==> src/rtl/pipe_pkg.sv <==
// ---------------------------------------------------------------------------
// pipe_pkg
//   Shared definitions for the generic pipeline stage register.
//   - pipe_state_t : occupancy of a stage (EMPTY / BUSY / FULL)
//   - CTL_W_ID_EX / DATA_W_ID_EX : default widths matching the ID/EX stage
// ---------------------------------------------------------------------------
package pipe_pkg;

    // Occupancy of a stage register: no entry, main entry only, main + skid.
    typedef enum logic [1:0] {
        EMPTY = 2'd0,
        BUSY  = 2'd1,
        FULL  = 2'd2
    } pipe_state_t;

    // Control bundle at ID/EX: WB + M + EX bits.
    localparam int CTL_W_ID_EX  = 9;
    // Payload at ID/EX: npc, rdata1, rdata2, sext, rt, rd.
    localparam int DATA_W_ID_EX = 138;

endpackage : pipe_pkg

==> src/rtl/pipe_slot.sv <==
// ---------------------------------------------------------------------------
// pipe_slot
//   One entry of a stage register: a control bundle plus a data payload.
//   The control part can be cleared synchronously (used to kill an entry on
//   flush); the data part only changes on load so that a killed entry's
//   payload stays visible on the data lines.
//
// Ports:
//   clk     in   clock, rising edge
//   reset   in   asynchronous active-high reset, clears ctl and data
//   load    in   capture d_ctl / d_data this cycle
//   clr     in   clear ctl this cycle (wins over load for ctl)
//   d_ctl   in   CTL_W  control bundle to capture
//   d_data  in   DATA_W payload to capture
//   q_ctl   out  CTL_W  held control bundle
//   q_data  out  DATA_W held payload
// ---------------------------------------------------------------------------
module pipe_slot #(
    parameter int CTL_W  = 9,
    parameter int DATA_W = 138
) (
    input  logic              clk,
    input  logic              reset,
    input  logic              load,
    input  logic              clr,
    input  logic [CTL_W-1:0]  d_ctl,
    input  logic [DATA_W-1:0] d_data,
    output logic [CTL_W-1:0]  q_ctl,
    output logic [DATA_W-1:0] q_data
);

    always_ff @(posedge clk or posedge reset) begin
        if (reset) begin
            q_ctl <= '0;
        end else if (clr) begin
            q_ctl <= '0;
        end else if (load) begin
            q_ctl <= d_ctl;
        end
    end

    // Payload ignores clr: a flushed stage keeps showing its last data.
    always_ff @(posedge clk or posedge reset) begin
        if (reset) begin
            q_data <= '0;
        end else if (load) begin
            q_data <= d_data;
        end
    end

endmodule : pipe_slot

==> src/rtl/pipe_stage_reg.sv <==
// ---------------------------------------------------------------------------
// pipe_stage_reg
//   Generic pipeline stage register with valid/ready handshake. A main slot
//   drives the outputs; a skid slot catches the one entry that can arrive in
//   the cycle downstream stalls, so in_ready can come straight from a flop
//   instead of combinationally from out_ready. Flush kills everything held
//   and the entry offered that cycle. A saturating counter records cycles in
//   which downstream was ready but this stage had nothing to give.
//
// Ports:
//   clk         in   clock, rising edge
//   reset       in   asynchronous active-high reset
//   in_valid    in   upstream entry valid
//   in_ready    out  stage can accept (registered)
//   in_ctl      in   CTL_W  upstream control bundle
//   in_data     in   DATA_W upstream payload
//   flush       in   discard held and incoming entries
//   out_valid   out  downstream entry valid
//   out_ready   in   downstream accepts
//   out_ctl     out  CTL_W  control bundle, zero whenever out_valid=0
//   out_data    out  DATA_W payload, holds last value when out_valid=0
//   bubble_cnt  out  CNT_W  saturating count of out_ready & !out_valid cycles
// ---------------------------------------------------------------------------
module pipe_stage_reg
    import pipe_pkg::*;
#(
    parameter int CTL_W  = CTL_W_ID_EX,
    parameter int DATA_W = DATA_W_ID_EX,
    parameter int CNT_W  = 16
) (
    input  logic              clk,
    input  logic              reset,
    input  logic              in_valid,
    output logic              in_ready,
    input  logic [CTL_W-1:0]  in_ctl,
    input  logic [DATA_W-1:0] in_data,
    input  logic              flush,
    output logic              out_valid,
    input  logic              out_ready,
    output logic [CTL_W-1:0]  out_ctl,
    output logic [DATA_W-1:0] out_data,
    output logic [CNT_W-1:0]  bubble_cnt
);

    pipe_state_t       state_q;
    pipe_state_t       state_d;
    logic              rdy_q;

    logic              in_fire;
    logic              out_fire;

    logic              load_main;
    logic              load_skid;
    logic              main_from_skid;

    logic [CTL_W-1:0]  main_ctl;
    logic [DATA_W-1:0] main_data;
    logic [CTL_W-1:0]  skid_ctl;
    logic [DATA_W-1:0] skid_data;
    logic [CTL_W-1:0]  main_d_ctl;
    logic [DATA_W-1:0] main_d_data;

    // -----------------------------------------------------------------------
    // Handshake
    // -----------------------------------------------------------------------
    assign in_ready  = rdy_q;
    assign out_valid = (state_q != EMPTY);
    assign in_fire   = in_valid & rdy_q;
    assign out_fire  = out_valid & out_ready;

    // -----------------------------------------------------------------------
    // Occupancy FSM
    // -----------------------------------------------------------------------
    always_ff @(posedge clk or posedge reset) begin
        if (reset) begin
            state_q <= EMPTY;
            rdy_q   <= 1'b0;
        end else begin
            state_q <= state_d;
            // Ready is a function of the state we are about to be in, so it
            // never depends on this cycle's out_ready combinationally.
            rdy_q   <= (state_d != FULL);
        end
    end

    always_comb begin
        state_d        = state_q;
        load_main      = 1'b0;
        load_skid      = 1'b0;
        main_from_skid = 1'b0;

        unique case (state_q)
            EMPTY: begin
                if (in_fire) begin
                    state_d   = BUSY;
                    load_main = 1'b1;
                end
            end
            BUSY: begin
                if (in_fire && out_fire) begin
                    load_main = 1'b1;
                end else if (in_fire) begin
                    // Downstream stalled: park the new entry behind main.
                    state_d   = FULL;
                    load_skid = 1'b1;
                end else if (out_fire) begin
                    state_d   = EMPTY;
                end
            end
            FULL: begin
                // in_ready is low here, so only the drain path exists.
                if (out_fire) begin
                    state_d        = BUSY;
                    load_main      = 1'b1;
                    main_from_skid = 1'b1;
                end
            end
            default: begin
                state_d = EMPTY;
            end
        endcase

        // Flush beats everything, including an entry accepted this cycle.
        // A same-cycle out_fire already completed downstream and is unaffected.
        if (flush) begin
            state_d   = EMPTY;
            load_main = 1'b0;
            load_skid = 1'b0;
        end
    end

    // -----------------------------------------------------------------------
    // Storage
    // -----------------------------------------------------------------------
    // Main refills from skid when draining FULL, otherwise from upstream;
    // skid is never bypassed so order stays strictly FIFO.
    assign main_d_ctl  = main_from_skid ? skid_ctl  : in_ctl;
    assign main_d_data = main_from_skid ? skid_data : in_data;

    pipe_slot #(
        .CTL_W  (CTL_W),
        .DATA_W (DATA_W)
    ) u_main (
        .clk    (clk),
        .reset  (reset),
        .load   (load_main),
        .clr    (flush),
        .d_ctl  (main_d_ctl),
        .d_data (main_d_data),
        .q_ctl  (main_ctl),
        .q_data (main_data)
    );

    pipe_slot #(
        .CTL_W  (CTL_W),
        .DATA_W (DATA_W)
    ) u_skid (
        .clk    (clk),
        .reset  (reset),
        .load   (load_skid),
        .clr    (flush),
        .d_ctl  (in_ctl),
        .d_data (in_data),
        .q_ctl  (skid_ctl),
        .q_data (skid_data)
    );

    // Main ctl can still hold a delivered entry after draining to EMPTY, so
    // gate it to keep bubbles as all-zero control downstream.
    assign out_ctl  = out_valid ? main_ctl : '0;
    assign out_data = main_data;

    // -----------------------------------------------------------------------
    // Bubble counter (performance debug, survives flush)
    // -----------------------------------------------------------------------
    always_ff @(posedge clk or posedge reset) begin
        if (reset) begin
            bubble_cnt <= '0;
        end else if (out_ready && !out_valid && (bubble_cnt != {CNT_W{1'b1}})) begin
            bubble_cnt <= bubble_cnt + {{(CNT_W-1){1'b0}}, 1'b1};
        end
    end

endmodule : pipe_stage_reg
==> config.mk <==
export PLATFORM = sky130hd
export DESIGN_NAME = pipe_stage_reg
export DESIGN_NICKNAME = d
export VERILOG_FILES = /design/src/rtl/pipe_pkg.sv /design/src/rtl/pipe_slot.sv /design/src/rtl/pipe_stage_reg.sv
export SDC_FILE = /design/constraint.sdc
export NUM_CORES = 1
export LEC_CHECK = 0
export ABC_AREA = 0
export CORE_ASPECT_RATIO = 0.7
export CORE_MARGIN = 3
export CORE_UTILIZATION = 30
export DETAILED_ROUTE_END_ITERATION = 10
export GPL_TIMING_DRIVEN = 0
export HOLD_SLACK_MARGIN = 0.08
export PLACE_DENSITY = 0.64
export SKIP_LAST_GASP = 1
export SYNTH_ARGS = -nofsm -noshare
export SYNTH_HDL_FRONTEND = slang
export SYNTH_SLANG_ARGS = --single-unit
==> constraint.sdc <==
create_clock -name clk -period 14.9 [get_ports clk]
set_input_delay 2.98 -clock clk [delete_from_list [all_inputs] [get_ports clk]]
set_output_delay 2.98 -clock clk [all_outputs]
set_load 0.1 [all_outputs]
# Yosys cells after proc, flatten, opt, wreduce, memory -nomap -nowiden
# Index checks and enable logic that the tools add are counted.
# Widths: inputs -> output; s select.
[classes]
n_bitwise = 2
eq_ne = 4
addsub = 1
mux = 23
n_reduce_logical = 8
[ops]
columns = ["operator", "n"]
rows = [
  ["$mux 138", 1],
  ["$mux 9", 6],
  ["$add 16x1->16 const B", 1],
  ["$ne 16x16->1 const B", 1],
  ["$mux 2", 6],
  ["$mux 1", 8],
  ["$pmux 2 s3", 1],
  ["$reduce_bool 2->1", 3],
  ["$logic_and 1x1->1", 3],
  ["$pmux 1 s3", 1],
  ["$and 1x1->1", 2],
  ["$eq 2x1->1 const B", 1],
  ["$eq 2x2->1 const B", 1],
  ["$logic_not 2->1", 1],
  ["$ne 2x2->1 const B", 1],
  ["$logic_not 1->1", 1],
]
[word_totals]
register_bits = 313

# Depth between registers and ports, before layout
# Gate-level depths: netlist of run 1.
[depth]
ltp_word = 8
depth_mapped = 8
ltp_nobuf = 5

# By module
# A second synthesis of run 1 with hierarchy kept.
[unflattened]
hier_cells = 915
hier_area_um2 = 13867.0
[by_module_without_submodules]
columns = ["module", "cells_per_inst", "instances", "area_each_um2", "seq_area_each_um2"]
rows = [
  ["pipe_slot", 321, 2, 5537.8, 3678.5],
  ["pipe_stage_reg", 273, 1, 2791.4, 475.5],
]

# Least setup slack after synthesis of run 1
# Ideal clock, no wire load.
[synth_path]
path_type = "register -> output"
startpoint = "reg state_q[1]"
endpoint = "out out_ctl[0]"
n_path_buf = 2
stages_incl_launch_ff = 5
required_time_ns = 11.920
setup_slack_ns = 9.895
arrival_time_ns = 2.025
path_cell_list = "dfrtp_1 buf_6 nor2_1 clkbuf_1 nor2b_1"
[synth_between]
elab_chain_cells = 2
[synth_rtl]
columns = ["item", "line", "text"]
rows = [
  ["from (decl)", "pipe_stage_reg.sv:45", "pipe_state_t state_q;"],
  ["from (signal assigned)", "pipe_stage_reg.sv:79", "state_q <= state_d;"],
  ["$reduce_bool 2->1", "pipe_stage_reg.sv:67", "assign out_valid = (state_q != EMPTY);"],
  ["$mux 9", "pipe_stage_reg.sv:170", "assign out_ctl = out_valid ? main_ctl : '0;"],
  ["to (decl)", "pipe_stage_reg.sv:40", "output logic [CTL_W-1:0] out_ctl,"],
]
# No other way between the ends.

# Worst setup path in the final report of run 1
[layout_path]
startpoint = "reg state_q[0]"
endpoint = "out out_ctl[8]"
# Same word-level chain as after synthesis.

==> results of run 1 <==
## logic make-up after synthesis
logic type	share of synthesized area, %
muxes	23.8
xor gates and xnor gates	0.865
adders and majority gates	0.0951
and+or+nand+nor	6.91
AOI/OAI and AO/OA	6.26
DFF	59.5
buffers and inverters	2.51
## area by class of cell
class | instances | area, µm² | share of cell area [%]
flip-flops and latches | 313 | 7830 | 42.9
inverters | 3 | 18.8 | 0.103
repair buffers | 318 | 3220 | 17.6
diodes | 2 | 5.00 | 0.0274
clock inverters | 10 | 109 | 0.597
well taps | 585 | 732 | 4.01
plain buffers | 69 | 319 | 1.75
multi-input cells | 677 | 5000 | 27.4
clock buffers | 48 | 1010 | 5.52
## metal layers
metal	global-route usage, %	part of all wire, %	vias up
li1	-	-	4448
met1	21.9	46	4738
met2	26.2	47	198
met3	3.49	4.7	61
met4	4.60	2.7	0
met5	0	0	-
## report_power, final
group          switching [mW]  internal [mW]  total, mW
logic                   0.854          0.333       1.19
clock network           0.339          0.506      0.845
registers               0.120           1.06       1.17
## synth_stat cells (all sizes together)
cell,n
a211oi,9
a21oi,139
a311oi,1
a31oi,3
a41oi,1
and3,2
and4,1
buf,48
clkbuf,21
dfrtp,313
ha,1
inv,3
mux2,139
mux2i,157
nand2,7
nand2b,1
nand3,7
nand3b,1
nand4,2
nand4b,1
nand4bb,1
nor2,164
nor2b,9
nor3,4
nor4,5
nor4b,3
o21a,1
o21ai,1
o41a,1
or3,1
or3b,1
or4,1
xnor2,4
xor2,9
## metrics by stage
stage	utilization (%)	setup slack (ns)
after global routing	42.6	9.01
final	42.6	9.25
after global placement	39.8	-0.815
after CTS	42.6	9.16
after floorplan	-	3.26
after detailed placement	40.0	8.63
## worst max-delay path, cell delays in order (launching register included)
cell and delay (ns):
dfrtp_1 0.45, nor2_1 0.10, clkbuf_1 0.23, nor2b_1 0.22
clkdlybuf4s50_1 1.16
## state kept, by name (all words and copies together), names as in the netlist
name	flops
bubble_cnt	16
u_skid.q_ctl	9
in_ready	1
u_skid.q_data	138
u_main.q_data	138
state_q	2
u_main.q_ctl	9
## worst min-delay path by stage
stage                                           endpoint  cells after the start
after global routing      u_skid.q_data[124]$_DFFE_PP0P_                      1
after CTS                      bubble_cnt[6]$_DFFE_PP0P_                      1
after floorplan           u_skid.q_data[130]$_DFFE_PP0P_                      1
after global placement         bubble_cnt[6]$_DFFE_PP0P_                      1
after detailed placement       bubble_cnt[6]$_DFFE_PP0P_                      1
final                          bubble_cnt[6]$_DFFE_PP0P_                      1
==> results.py, run 1 <==
metrics = {
    "clocking": {
        "clkTransAtPathRegs_ns": 0.06,
        "cts_tree": "yes",
        "cts_htree_levels": 2,
        "root_buffer": "clkbuf_16",
        "ctsResizeCount": 0,
        "cts-buffers-inserted": 35,
        "clkSinkCount": 313,
        "clk_latency_ns": 0.51,
        "post-cts-setup-buffers": 0,
        "cts_hold_buf": 0,
        "cts.path.max_buffers": 3,
    },
    "timing": {
        "drv_slew": 0,
        "timing.fmax_mhz": 177,
        "whs_ns": 0.496,
        "finalSetupTns_ns": 0,
        "skew_ns": 0.0123,
        "fin_crit_ns": 5.65,
        "grt_setup_unrepaired": "false",
        "hold_viol_final": 0,
        "worstMarginPinSlew_ns": 1.15,
        "fin_crit_sh_pct": 37.9,
        "slew_headroom_pct": 23.0,
        "setup-violations-final": 0,
    },
    "die": {
        "die_w_um": 256,
        "io_pins": 317,
        "start_util_pct": 30.7,
        "dieHeight_um": 181,
        "die-area_um2": 46500,
        "core_area_um2": 42800,
        "rows": 63,
    },
    "final_layout": {
        "final_common_cell": "clkdlybuf4s50_1",
        "syn_to_final_growth_pct": 38.6,
        "fin_area_um2": 18200,
        "fillerInstances": 4054,
        "final_cells": 2025,
        "nets": 1570,
        "drive_gt1_share_pct": 16.6,
        "final_cell_mix": "316 x clkdlybuf4s50_1, 313 x dfrtp_1, 164 x nor2_1, 157 x mux2i_1",
    },
    "place": {
        "place_hpwl_um": 27300,
        "place_area_um2": 17100,
        "place_congestion": 0.822,
        "post-place-cells": 1965,
        "port-buffer-count": 316,
    },
    "routing": {
        "routed_wl_um": 37900,
        "wire_per_inst_um": 18.7,
        "drc_errors": 0,
        "vias": 9445,
        "firstDrtPassIters": 4,
        "drtAntennaViolNets": 0,
        "via_per_inst": 4.66,
        "drt_iter0_drc": 364,
    },
    "logic_synthesis": {
        "ys_ff_latch": 313,
        "netlist_area_um2": 13200,
        "synth_largest_area_cell": "dfrtp_1",
        "seq_area_frac_synth_pct": 59.5,
        "netlist.area_leader.share_pct": 59.5,
        "syn_nets": 1215,
        "synth.distinct_cells": 37,
        "synth_cells": 1062,
        "ys_warn_count": 0,
        "netlist_top_cells_area": "dfrtp_1 60%, mux2i_1 12%, mux2_2 12%, a21oi_1 5.3%, nor2_1 4.7%",
        "avgSynthCellArea_um2": 12.4,
    },
    "critical_path": {
        "cp.arrival_ns": 2.67,
        "crit_path_end": "out_ctl[8]",
        "rr_worst_depth": 6,
        "crit_path_start_kind": "flop",
        "endpoint_kind": "primary output",
        "cp_data_required_time_ns": 11.92,
        "worst-r2r-setup-slack_ns": 11.90,
        "startpoint": "state_q[0]$_DFF_PP0_",
        "crit_type": "reg2out",
        "r2r_end": "u_main.q_data[6]$_DFFE_PP0P_",
        "worstPathMaxFanout": 10,
        "worstReg2RegStart": "state_q[0]$_DFF_PP0_",
    },
    "min_path": {
        "hold_path.class": "reg2reg",
        "hp-start": "bubble_cnt[6]$_DFFE_PP0P_",
    },
    "grt": {
        "antenna_found_initial": 2,
        "grt-ovfl-total": 0,
        "grt_max_degree": 131,
        "grt_usage_pct": 16.2,
        "grt_pass1_vias": 10000,
        "grt_first_pass_wirelength_um": 59400,
    },
    "power_and_ir_drop": {
        "power.leakage_nw": 8.46,
        "p_per_area_nw_per_um2": 176,
        "ir_worst_vdd_mv": 0.110,
        "p_total_mw": 3.21,
    },
    "outcome": {
        "outcome": "finished, final reports clean",
    },
    "flow_run": {
        "drv_cap": 0,
    },
}
No activity file was read; power rests on OpenSTA's default activity.
==> inputs of run 2 (changes only) <==
- PLACE_DENSITY: 0.64 -> 0.66
- clock period: 14.9 -> 4.8 ns (I/O delays scaled with it)
==> results.py, run 2 (same netlist as run 1, synthesis figures left out) <==
metrics = {
    "clocking": {
        "post-cts-setup-buffers": 0,
        "root_buffer": "clkbuf_16",
        "cts_hold_buf": 0,
        "ctsResizeCount": 0,
        "clk_latency_ns": 0.51,
        "cts.path.max_buffers": 3,
        "cts_htree_levels": 2,
        "clkSinkCount": 313,
        "cts_tree": "yes",
        "clkTransAtPathRegs_ns": 0.06,
        "cts-buffers-inserted": 35,
    },
    "critical_path": {
        "crit_buf_inv": 2,
        "cp_top_family": "buffers and inverters",
        "cpPeakStageDelay_ns": 1.16,
        "cp_data_required_time_ns": 3.84,
        "crit_path_start_kind": "flop",
        "worstPathMaxFanout": 10,
        "endpoint_kind": "primary output",
        "path_cells": "nor2_1, clkbuf_1, nor2b_1, clkdlybuf4s50_1",
        "cp.arrival_ns": 2.64,
        "slowest_stage": "clkdlybuf4s50_1",
        "crit_type": "reg2out",
    },
    "place": {
        "place_hpwl_um": 27600,
        "place_congestion": 0.823,
        "place_ws_ns": 0.520,
        "post-place-cells": 1971,
        "port-buffer-count": 316,
        "place_area_um2": 17200,
    },
    "grt": {
        "grt_max_degree": 45,
        "grt_first_pass_wirelength_um": 59700,
        "grt_pass1_vias": 10200,
        "grt_usage_pct": 16.2,
        "antenna_found_initial": 3,
        "grt-ovfl-total": 0,
    },
    "routing": {
        "via_per_inst": 4.71,
        "drt_iter0_drc": 395,
        "vias": 9581,
        "firstDrtPassIters": 5,
        "routed_wl_um": 37900,
        "wire_per_inst_um": 18.6,
        "drc_errors": 0,
        "drtAntennaViolNets": 0,
    },
    "die": {
        "io_pins": 317,
        "die_w_um": 256,
        "die-area_um2": 46500,
        "core_area_um2": 42800,
        "start_util_pct": 30.7,
        "dieHeight_um": 181,
        "rows": 63,
    },
    "timing": {
        "timing.fmax_mhz": 278,
        "fin_crit_sh_pct": 75.0,
        "fin_crit_ns": 3.60,
        "worstMarginPinSlew_ns": 1.09,
        "whs_ns": 0.503,
        "timing.final.ws_setup_ns": 1.20,
        "setup-violations-final": 0,
        "slew_headroom_pct": 27.3,
        "skew_ns": 0.0153,
        "hold_viol_final": 0,
        "grt_setup_unrepaired": "false",
        "finalSetupTns_ns": 0,
        "drv_slew": 0,
    },
    "power_and_ir_drop": {
        "sw_frac_of_total_pct": 40.5,
        "p_total_mw": 10.1,
        "power_frac_comb_pct": 36.7,
        "p_int_mw": 6.00,
        "power.leakage_nw": 8.54,
        "power_frac_clock_pct": 27.2,
        "seq_power_share_pct": 36.1,
        "ir_worst_vdd_mv": 0.288,
        "power.switching_mw": 4.09,
        "p_per_area_nw_per_um2": 548,
    },
    "final_layout": {
        "utilization_pct": 43.0,
        "final_cell_mix": "316 x clkdlybuf4s50_1, 313 x dfrtp_1, 164 x nor2_1, 157 x mux2i_1",
        "syn_to_final_growth_pct": 39.8,
        "fin_area_um2": 18400,
        "nets": 1576,
        "final_cells": 2033,
        "final_common_cell": "clkdlybuf4s50_1",
        "top_regs": "u_main.q_data x138, u_skid.q_data x138, bubble_cnt x16",
        "drive_gt1_share_pct": 16.9,
    },
    "outcome": {
        "outcome": "finished, final reports clean",
    },
    "min_path": {
        "hold_path.class": "reg2reg",
    },
    "flow_run": {
        "drv_cap": 0,
    },
}
## run 2: layout make-up
cell class                      count  area (µm²)
Antenna cell                        1        2.50
Buffer                             69         319
Clock buffer                       53        1060
Clock inverter                      8         121
Fill cell                        3996       24400
Inverter                            3        15.0
Multi-Input combinational cell    677        5000
Sequential cell                   313        7830
Tap cell                          585         732
Timing Repair Buffer              324        3320
## run 2: path summary, 6_finish.rpt
check | start | slack (ns) | cells after the start | endpoint
min reg2reg | bubble_cnt[6]$_DFFE_PP0P_ | 0.50 | 1 | bubble_cnt[6]$_DFFE_PP0P_
min | bubble_cnt[6]$_DFFE_PP0P_ | 0.50 | 1 | bubble_cnt[6]$_DFFE_PP0P_
max in group asynchronous | reset | 2.63 | 5 | u_main.q_ctl[2]$_DFFE_PP0P_
max reg2reg | state_q[0]$_DFF_PP0_ | 1.85 | 6 | u_main.q_data[50]$_DFFE_PP0P_
min in group asynchronous | reset | 0.98 | 2 | u_main.q_data[26]$_DFFE_PP0P_
max | state_q[0]$_DFF_PP0_ | 1.20 | 4 | out_ctl[1]
## run 2: power by group through the flow
stage / logic, mW / registers (mW) / clock network (mW)
6_report: 3.70 / 3.64 / 2.74
5_1_grt: 3.85 / 3.73 / 2.96
4_1_cts: 3.73 / 3.64 / 2.85
3_5_place_dp: 3.72 / 3.69 / 0
3_3_place_gp: 3.66 / 3.66 / 0
2_1_floorplan: 0.809 / 5.55 / 0
## run 2: layer usage
layer | vias up | GRT usage (%) | share of wire (%) | routed length [µm]
met4 | 2 | 4.51 | 2.5 | 959
met3 | 63 | 3.63 | 4.8 | 1820
li1 | 4451 | - | - | -
met1 | 4857 | 21.9 | 46 | 17300
met5 | - | 0 | 0.018 | 7
met2 | 208 | 26.3 | 47 | 17800
==> inputs of run 3 (changes only) <==
- clock period: 4.8 -> 3 ns (I/O delays scaled with it)
==> results.py, run 3 (same netlist as run 1, synthesis figures left out) <==
metrics = {
    "outcome": {
        "outcome": "finished, final reports clean",
    },
    "critical_path": {
        "r2r_end": "u_main.q_data[50]$_DFFE_PP0P_",
        "crit_path_start_kind": "flop",
        "startpoint": "state_q[1]$_DFF_PP0_",
        "worst-r2r-setup-slack_ns": 0.50,
        "worstReg2RegStart": "state_q[0]$_DFF_PP0_",
        "crit_type": "reg2out",
        "slowest_stage": "dlygate4sd2_1",
        "endpoint_kind": "primary output",
        "worstPathMaxFanout": 10,
        "rr_worst_depth": 6,
        "path_cells": "buf_6, nor2_1, clkbuf_1, inv_1, dlygate4sd2_1",
        "cpPeakStageDelay_ns": 0.86,
        "crit_path_end": "out_valid",
        "cp.arrival_ns": 2.24,
        "cp_data_required_time_ns": 2.40,
    },
    "power_and_ir_drop": {
        "p_per_area_nw_per_um2": 878,
        "p_total_mw": 16.1,
        "power.leakage_nw": 8.56,
        "ir_worst_vdd_mv": 0.461,
    },
    "timing": {
        "slew_headroom_pct": 27.3,
        "worstMarginPinSlew_ns": 1.09,
        "timing.final.ws_setup_ns": 0.163,
        "grt_setup_unrepaired": "false",
        "fin_crit_ns": 2.84,
        "finalSetupTns_ns": 0,
        "drv_slew": 0,
        "timing.fmax_mhz": 352,
        "setup-violations-final": 0,
        "fin_crit_sh_pct": 94.6,
        "skew_ns": 0.0141,
        "hold_viol_final": 0,
    },
    "final_layout": {
        "top_regs": "u_main.q_data x138, u_skid.q_data x138, bubble_cnt x16",
        "syn_to_final_growth_pct": 39.6,
        "final_cells": 2033,
        "final_cell_mix": "313 x dfrtp_1, 306 x clkdlybuf4s50_1, 164 x nor2_1, 157 x mux2i_1",
        "final_common_cell": "dfrtp_1",
        "nets": 1576,
        "drive_gt1_share_pct": 17.9,
        "fin_area_um2": 18400,
    },
    "grt": {
        "grt_pass1_vias": 10200,
        "antenna_found_initial": 3,
        "grt_usage_pct": 16.2,
        "grt-ovfl-total": 0,
        "grt_max_degree": 45,
        "grt_first_pass_wirelength_um": 59700,
    },
    "die": {
        "core_area_um2": 42800,
        "die_w_um": 256,
        "io_pins": 317,
        "dieHeight_um": 181,
        "die-area_um2": 46500,
        "start_util_pct": 30.7,
        "rows": 63,
    },
    "clocking": {
        "cts.path.max_buffers": 3,
        "root_buffer": "clkbuf_16",
        "clkTransAtPathRegs_ns": 0.06,
        "cts_hold_buf": 0,
        "cts-buffers-inserted": 35,
        "clk_latency_ns": 0.51,
        "cts_htree_levels": 2,
        "cts_tree": "yes",
        "clkSinkCount": 313,
        "post-cts-setup-buffers": 0,
    },
    "min_path": {
        "hold_path.class": "reg2reg",
        "min_path_cells": 1,
        "hp-start": "u_skid.q_data[8]$_DFFE_PP0P_",
    },
    "routing": {
        "wire_per_inst_um": 18.6,
        "routed_wl_um": 37900,
        "via_per_inst": 4.70,
        "drtAntennaViolNets": 0,
        "firstDrtPassIters": 5,
        "vias": 9546,
        "drt_iter0_drc": 377,
        "drc_errors": 0,
    },
    "flow_run": {
        "drv_cap": 0,
    },
    "place": {
        "place_congestion": 0.823,
        "port-buffer-count": 316,
        "place_area_um2": 17200,
        "post-place-cells": 1971,
        "place_ws_ns": -0.920,
        "place_hpwl_um": 27600,
    },
}
## run 3: cell count changes in the layout (fill, tap and decap cells not counted), sizes merged
cell | before | now
clkbuf | 74 | 83
clkdlybuf4s50 | 316 | 306
dlygate4sd2 | 0 | 1
## run 3: where the power goes
part / leakage [nW] / internal (mW) / switching (mW) / total [mW]
logic: 4.29 / 1.66 / 4.25 / 5.91
clock network: 0.575 / 2.69 / 1.71 / 4.39
registers: 3.69 / 5.24 / 0.590 / 5.83
total: 8.56 / 9.59 / 6.54 / 16.1
## run 3: per-stage QoR
step,hold slack (ns),util [%]
after global placement,0.487,39.9
final,0.504,42.9
after global routing,0.512,42.9
after detailed placement,0.487,40.2
after CTS,0.497,43.0
after floorplan,0.480,-
## run 3: cell type report
class / count / area (µm²)
antenna: 1 / 2.50
buffer: 69 / 323
clock buffer: 53 / 1060
clock inverter: 8 / 121
fill: 4003 / 24400
inverter: 3 / 15.0
multi-input combinational: 677 / 5010
sequential: 313 / 7830
tap: 585 / 732
timing repair buffer: 324 / 3280
## run 3: worst max-delay path: cells and delay by family (launching register included)
family | cells | cell delay, ns
buffers and inverters | 4 | 1.32
DFF | 1 | 0.34
and+or+nand+nor | 1 | 0.06
## run 3: worst min-delay path by stage
stage,end,slack (ns)
final,u_skid.q_data[8]$_DFFE_PP0P_,0.50
after global routing,u_skid.q_data[117]$_DFFE_PP0P_,0.51
after CTS,bubble_cnt[6]$_DFFE_PP0P_,0.50
after detailed placement,bubble_cnt[6]$_DFFE_PP0P_,0.49
after global placement,bubble_cnt[6]$_DFFE_PP0P_,0.49
after floorplan,u_skid.q_data[130]$_DFFE_PP0P_,0.48
## run 3: repair_timing
item                                    in CTS  in global routing
resized for setup                           13                 20
endpoints found under the setup margin     195                205
pin swaps                                    0                  0
## run 3: routing by layer
layer  vias up  share of wire [%]  global-route usage [%]
met2       202                 47                    26.3
met3        62                4.7                    3.63
li1       4440                  -                       -
met4         2                2.5                    4.51
met5         -              0.018                       0
met1      4840                 46                    21.9
